## config.mk

```make
export PLATFORM = sky130hd
export DESIGN_NAME = image_loader
export DESIGN_NICKNAME = d
export VERILOG_FILES = /design/src/rtl/image_loader_pkg.sv /design/src/rtl/image_loader_rise_detect.sv /design/src/rtl/image_loader.sv
export SDC_FILE = /design/constraint.sdc
export NUM_CORES = 1
export LEC_CHECK = 0
export ABC_CLOCK_PERIOD_IN_PS = 10400
export CAP_MARGIN = 15
export CORE_MARGIN = 2
export CORE_UTILIZATION = 30
export DETAILED_ROUTE_END_ITERATION = 7
export GPL_TIMING_DRIVEN = 1
export PLACE_DENSITY_LB_ADDON = 0.25
export SYNTH_ARGS = -nofsm -noshare
export SYNTH_HDL_FRONTEND = slang
export SYNTH_HIERARCHICAL = 1
export SYNTH_SLANG_ARGS = --single-unit
```

## constraint.sdc

```tcl
create_clock -name CLOCK_24 -period 10.4 [get_ports CLOCK_24]
set_input_delay 2.08 -clock CLOCK_24 [delete_from_list [all_inputs] [get_ports CLOCK_24]]
set_output_delay 2.08 -clock CLOCK_24 [all_outputs]
set_load 0.02 [all_outputs]
```

## src/rtl/image_loader_pkg.sv

```systemverilog
// Shared definitions for the image frame loader.
// State encoding, header length and frame start byte.
package image_loader_pkg;

  typedef enum logic [2:0] {
    S_IDLE,
    S_HDR,
    S_CHECK,
    S_PIX,
    S_WAIT_ACK
  } state_t;

  localparam int HDR_LEN = 4;
  localparam logic [7:0] MAGIC_DEF = 8'hA5;

  function automatic logic [31:0] calc_total(
    input logic [15:0] w,
    input logic [15:0] h
  );
    return {16'h0, w} * {16'h0, h};
  endfunction

endpackage

```

## src/rtl/image_loader_rise_detect.sv

```systemverilog
// Rising-edge detector with configurable history reset value.
// rise is same-cycle, pulse is the registered copy.
module rise_detect #(
  parameter logic RST_VAL = 1'b1
) (
  input  logic clk,
  input  logic rst_n,
  input  logic d,
  output logic rise,
  output logic pulse
);

  logic prev;

  assign rise = d & ~prev;

  always_ff @(posedge clk) begin
    if (!rst_n) begin
      prev  <= RST_VAL;
      pulse <= 1'b0;
    end else begin
      prev  <= d;
      pulse <= rise;
    end
  end

endmodule

```

## src/rtl/image_loader.sv

```systemverilog
// Serial byte stream to SRAM image loader.
// Parses magic/width/height header, packs pixel pairs into words.
module image_loader
  import image_loader_pkg::*;
#(
  parameter logic [7:0] MAGIC = MAGIC_DEF,
  parameter int ADDR_W         = 18,
  parameter int BASE_ADDR      = 0,
  parameter int MAX_PIXELS     = 524288,
  parameter int TIMEOUT_CYCLES = 2400000
) (
  input  logic              CLOCK_24,
  input  logic              reset_n,
  input  logic              rx_ready,
  input  logic [7:0]        rx_data,
  output logic              wr_req,
  output logic [ADDR_W-1:0] wr_addr,
  output logic [15:0]       wr_data,
  output logic [1:0]        wr_be,
  input  logic              wr_ack,
  output logic              busy,
  output logic              done,
  output logic [15:0]       frame_w,
  output logic [15:0]       frame_h,
  output logic              err_magic,
  output logic              err_size,
  output logic              err_timeout,
  output logic              err_overflow
);

  localparam int TW = $clog2(TIMEOUT_CYCLES + 1);
  localparam logic [TW-1:0] T_LAST = TW'(TIMEOUT_CYCLES - 1);
  localparam logic [31:0] MAX_TOT = 32'(MAX_PIXELS);
  localparam logic [ADDR_W-1:0] BASE = ADDR_W'(BASE_ADDR);
  localparam longint LAST_ADDR =
    longint'(BASE_ADDR) + (longint'(MAX_PIXELS) + 1) / 2 - 1;

  if (LAST_ADDR >= (longint'(1) << ADDR_W)) begin : g_addr_chk
    $error("image_loader: pixel buffer exceeds ADDR_W");
  end

  state_t            state;
  logic              rise;
  logic              stb;
  logic [7:0]        byte_q;
  logic [1:0]        hdr_cnt;
  logic [15:0]       w_q;
  logic [15:0]       h_q;
  logic [31:0]       total;
  logic [31:0]       tot_c;
  logic [31:0]       pix_cnt;
  logic [7:0]        low_q;
  logic [TW-1:0]     tcnt;
  logic              ovf_q;
  logic              last_pix;
  logic              t_run;
  logic              t_hit;

  rise_detect #(
    .RST_VAL(1'b1)
  ) u_rx (
    .clk  (CLOCK_24),
    .rst_n(reset_n),
    .d    (rx_ready),
    .rise (rise),
    .pulse(stb)
  );

  assign busy     = (state != S_IDLE);
  assign tot_c    = calc_total(w_q, h_q);
  assign last_pix = (pix_cnt + 32'd1 == total);
  assign t_run    = (state == S_HDR) || (state == S_CHECK)
                 || (state == S_PIX);
  assign t_hit    = t_run && !stb && !wr_req && (tcnt == T_LAST);

  always_ff @(posedge CLOCK_24) begin
    if (!reset_n) begin
      byte_q <= 8'h00;
    end else if (rise) begin
      byte_q <= rx_data;
    end
  end

  always_ff @(posedge CLOCK_24) begin
    if (!reset_n) begin
      state        <= S_IDLE;
      hdr_cnt      <= 2'd0;
      w_q          <= 16'h0;
      h_q          <= 16'h0;
      total        <= 32'h0;
      pix_cnt      <= 32'h0;
      low_q        <= 8'h00;
      tcnt         <= '0;
      ovf_q        <= 1'b0;
      wr_req       <= 1'b0;
      wr_addr      <= '0;
      wr_data      <= 16'h0;
      wr_be        <= 2'b00;
      done         <= 1'b0;
      frame_w      <= 16'h0;
      frame_h      <= 16'h0;
      err_magic    <= 1'b0;
      err_size     <= 1'b0;
      err_timeout  <= 1'b0;
      err_overflow <= 1'b0;
    end else begin
      done <= 1'b0;

      if (wr_req && wr_ack) begin
        wr_req  <= 1'b0;
        wr_addr <= wr_addr + ADDR_W'(1);
      end

      // idle gap timer, frozen while a write is outstanding
      if (stb) begin
        tcnt <= '0;
      end else if (t_run && !wr_req) begin
        tcnt <= tcnt + TW'(1);
      end

      unique case (state)
        S_IDLE: begin
          if (stb) begin
            if (byte_q == MAGIC) begin
              err_magic    <= 1'b0;
              err_size     <= 1'b0;
              err_timeout  <= 1'b0;
              err_overflow <= 1'b0;
              ovf_q        <= 1'b0;
              hdr_cnt      <= 2'd0;
              state        <= S_HDR;
            end else begin
              err_magic <= 1'b1;
            end
          end
        end

        S_HDR: begin
          if (stb) begin
            hdr_cnt <= hdr_cnt + 2'd1;
            unique case (hdr_cnt)
              2'd0: w_q[15:8] <= byte_q;
              2'd1: w_q[7:0]  <= byte_q;
              2'd2: h_q[15:8] <= byte_q;
              2'd3: begin
                h_q[7:0] <= byte_q;
                state    <= S_CHECK;
              end
              default: ;
            endcase
          end else if (t_hit) begin
            err_timeout <= 1'b1;
            state       <= S_IDLE;
          end
        end

        S_CHECK: begin
          if (tot_c == 32'h0 || tot_c > MAX_TOT) begin
            err_size <= 1'b1;
            state    <= S_IDLE;
          end else begin
            total   <= tot_c;
            pix_cnt <= 32'h0;
            wr_addr <= BASE;
            state   <= S_PIX;
          end
        end

        S_PIX: begin
          if (stb) begin
            pix_cnt <= pix_cnt + 32'd1;
            if (!pix_cnt[0]) begin
              low_q <= byte_q;
            end
            if (!pix_cnt[0] && !last_pix) begin
              // even pixel mid-frame: just buffered
            end else if (wr_req) begin
              err_overflow <= 1'b1;
              ovf_q        <= 1'b1;
              state        <= S_WAIT_ACK;
            end else begin
              wr_req <= 1'b1;
              if (pix_cnt[0]) begin
                wr_data <= {byte_q, low_q};
                wr_be   <= 2'b11;
              end else begin
                wr_data <= {8'h00, byte_q};
                wr_be   <= 2'b01;
              end
              if (last_pix) begin
                state <= S_WAIT_ACK;
              end
            end
          end else if (t_hit) begin
            err_timeout <= 1'b1;
            state       <= S_IDLE;
          end
        end

        S_WAIT_ACK: begin
          if (!wr_req) begin
            ovf_q <= 1'b0;
            state <= S_IDLE;
          end else if (wr_ack) begin
            if (!ovf_q) begin
              done    <= 1'b1;
              frame_w <= w_q;
              frame_h <= h_q;
            end
            ovf_q <= 1'b0;
            state <= S_IDLE;
          end
        end

        default: state <= S_IDLE;
      endcase
    end
  end

endmodule

```

==> results.md <==
Power
* **VDD IR-drop max** 0.1101 mV
* **clock share of power** 55.9%
* **total internal power** 1.516 mW
* **part of the total power dissipated in sequential elements** 42.7%
* **leakage power figure** 8.850 nW
* **part of the power in combinational logic** 1.4%
* **PwrDens** 92.05 nW/um^2
* **net switching share of the total power** 22.43%
* **switching component of the power** 0.4384 mW

Die
* **x dimension of the die** 253.5 um
* **num rows** 91
* **Initial Utilization** 30.32%
* **I/O pin cnt** 87
* **area of the die** 64,270 um^2
* **Core Box Area** 61,600 um^2
* **Die Y** 253.5 um

Clock tree
* **TritonCTS clock tree** built
* **CTS-repair resized insts** 0
* **Post-CTS Hold Fix Bufs** 0
* **number of setup buffers added after CTS** 0
* **buffer type at the clock tree root** sky130_fd_sc_hd__clkbuf_16
* **number of buffers inserted during clock tree synthesis** 28
* **deepest clock path buffer count** 3
* **TritonCTS sink count** 216
* **CTS H-tree lvls** 1
* **Clk pin slew, worst setup/hold paths** 0.07 ns
* **worst skew pair latency** 0.60 ns

Route
* **mean routed wirelength per cell** 17.59 um
* **number of nets with antenna violations after detailed routing** 0
* **number of vias per cell** 4.980
* **starting DRC count in detailed routing** 958
* **DRC viols** 0
* **First-pass DRT Iterations** 5
* **total via count after detailed routing** 15,382
* **wirelength, routed** 54,320 um

Place
* **Final HPWL DP** 39,740 um
* **routability congestion estimate from global placement** 0.8731
* **port buffer count** 86
* **worst slack at placement** 1.498 ns
* **placed insts** 3,037

Finish
* **post-route insts no fill** 3,089
* **most frequent cells in the layout** sky130_fd_sc_hd__nand2_1 (360), sky130_fd_sc_hd__inv_1 (239), sky130_fd_sc_hd__dfxtp_1 (216)
* **fraction of layout cells with a size suffix above 1** 4.574%
* **most common cell after layout, fill and taps aside** sky130_fd_sc_hd__nand2_1
* **area growth from synthesis to layout** 13.68%
* **diode count** 0
* **net total in the final layout** 2,547

GRT
* **met2 demand-to-capacity share in global routing** 28.68%
* **vias in the first global route** 15,643
* **wire length of the first global-routing pass** 87,200 um
* **global route hottest layer** met2
* **Global Route Usage Sum** 17.15%
* **met1 Usage GRT** 23.14%
* **total overflow reported by the global router** 0
* **pin count of the biggest net entering global routing** 77
* **routing usage on met3** 2.171%
* **antenna violations before repair** 1

Yosys
* **share of flip-flops with an asynchronous set or reset after synthesis** 0%
* **number of nets produced by synthesis** 2,558
* **synth warn** 6
* **cell count after synthesis** 2,241
* **mean instance size in the synthesized netlist** 8.334 um^2
* **most common flop cell mapped by yosys** sky130_fd_sc_hd__dfxtp_1
* **summed instance area of the synthesized netlist** 18,680 um^2
* **Yosys cell types** 78
* **number of storage elements in the synthesis netlist** 216
* **number of flops mapped to enable cells by yosys** 0
* **sequential cell area fraction in the yosys report** 23.15%

STA
* **RSZ-0062 raised after global routing** no
* **Fin. Hold Viols** 0
* **Tmin final** 8.985 ns
* **highest clock rate** 0.1113 GHz
* **final worst path period share** 86.39%
* **skew final** 0.02707 ns
* **actual slew at the worst max-slew pin** 1.107 ns
* **worst slew margin relative to its limit** 26.11%
* **final setup fails** 0
* **smallest setup slack after layout** 1.415 ns
* **total negative setup slack** 0 ns
* **fin. max-slew vios** 0

Setup path
* **data required time at the worst endpoint** 10.91 ns
* **startpoint types** flop
* **Setup CP Type** flop to flop
* **highest fanout seen on the critical path** 25
* **type of element capturing the critical path** flop
* **critical path data arrival time** 9.50 ns

Outcome
* **result of the run** complete, no violations

Hold path
* **Hold Path Class** flop to flop

Flow run
* **max-cap viol count** 0

path summary, 6_finish.rpt:
path                                               from                       to  slack [ns]  cells past startpoint
worst min register to register  frame_h[3]$_SDFFE_PN0P_  frame_h[3]$_SDFFE_PN0P_        0.45                      2
worst max register to register     w_q[11]$_SDFFE_PN0P_  pix_cnt[5]$_SDFFE_PN0P_        1.42                     22
worst max-delay path               w_q[11]$_SDFFE_PN0P_  pix_cnt[5]$_SDFFE_PN0P_        1.42                     22
worst min-delay path            frame_h[3]$_SDFFE_PN0P_  frame_h[3]$_SDFFE_PN0P_        0.45                      2
synth_stat cells (all sizes together) (51+ instances only):
library cell  count  area share, %
nand3            79            2.1
ha              111            7.4
dfxtp           216             23
clkbuf          130            2.6
and2            125            4.2
nor2            126            2.5
fa              194             21
a21oi           131            3.5
inv             242            4.9
o21ai            51            1.4
nand2           360            7.2
xnor2            58            2.7
through the flow:
stage / total power [mW] / area (um^2) / utilization, % / hold WS (ns)
global route: 2.020 / 21230 / 34.47 / 0.4749
finish: 1.954 / 21230 / 34.47 / 0.4516
CTS: 1.988 / 21230 / 34.47 / 0.4549
floorplan: 0.8657 / 18680 / - / 0.4360
detailed placement: 0.8816 / 20180 / 32.76 / 0.4470
global placement: 0.8798 / 20150 / 32.72 / 0.4445
cells by family after synthesis:
group           Yosys count  share of synthesized area, %
simple gates            874                         22.80
flops                   216                         23.15
fa+ha+maj               305                         28.23
mux                      51                         2.767
xor+xnor                105                         4.924
buf+inv                 390                         8.046
compound gates          300                         10.08
layout make-up:
| type | instances | area [um^2] |
|---|---|---|
| repair buffers | 107 | 1039 |
| well taps | 837 | 1047 |
| clock inverters | 13 | 229.0 |
| inverters | 242 | 910.9 |
| flip-flops and latches | 216 | 4324 |
| multi-input cells | 1635 | 12860 |
| fillers | 6399 | 40370 |
| clock buffers | 39 | 822.0 |
flip-flops by register name, summed over array words and instances, names as in the netlist, 2 cells and up:
register  flops
byte_q        8
frame_h      16
frame_w      16
h_q          16
hdr_cnt       2
low_q         8
pix_cnt      32
state         3
tcnt         22
total        32
w_q          16
wr_addr      18
wr_be         2
wr_data      16
layer usage:
metal / vias to the layer above / part of all wire, % / wire [um]
met2: 398 / 47 / 25460
li1: 7317 / - / -
met5: - / 0 / 0
met1: 7587 / 46 / 24790
met3: 80 / 5.0 / 2729
met4: 0 / 2.5 / 1346
power groups by stage:
| stage | clock network (mW) | logic [mW] | registers [mW] |
|---|---|---|---|
| after CTS | 1.12 | 0.0288 | 0.834 |
| final | 1.09 | 0.0283 | 0.834 |
| after global placement | 0 | 0.0272 | 0.853 |
| after detailed placement | 0 | 0.0288 | 0.853 |
| after floorplan | 0 | 0.0180 | 0.848 |
| after global routing | 1.15 | 0.0309 | 0.834 |
worst max-delay path, cell delays in order, from the launching register on:
cell and delay, ns:
sky130_fd_sc_hd__dfxtp_1 1.05, sky130_fd_sc_hd__nand2_1 0.18, sky130_fd_sc_hd__fa_1 0.58, sky130_fd_sc_hd__fa_1 0.44
sky130_fd_sc_hd__fa_1 0.51, sky130_fd_sc_hd__inv_1 0.05, sky130_fd_sc_hd__fa_1 0.46, sky130_fd_sc_hd__fa_1 0.55
sky130_fd_sc_hd__inv_1 0.05, sky130_fd_sc_hd__fa_1 0.53, sky130_fd_sc_hd__inv_1 0.04, sky130_fd_sc_hd__ha_1 0.43
sky130_fd_sc_hd__a21oi_1 0.31, sky130_fd_sc_hd__o21ai_0 0.26, sky130_fd_sc_hd__a211oi_2 0.46, sky130_fd_sc_hd__xnor2_1 0.15
sky130_fd_sc_hd__a2111o_1 0.39, sky130_fd_sc_hd__or4b_1 0.52, sky130_fd_sc_hd__xor2_1 0.31, sky130_fd_sc_hd__nand4_2 0.54
sky130_fd_sc_hd__buf_4 0.46, sky130_fd_sc_hd__a2111o_1 0.45, sky130_fd_sc_hd__a31oi_1 0.16
(Power assumes the default switching activity.)
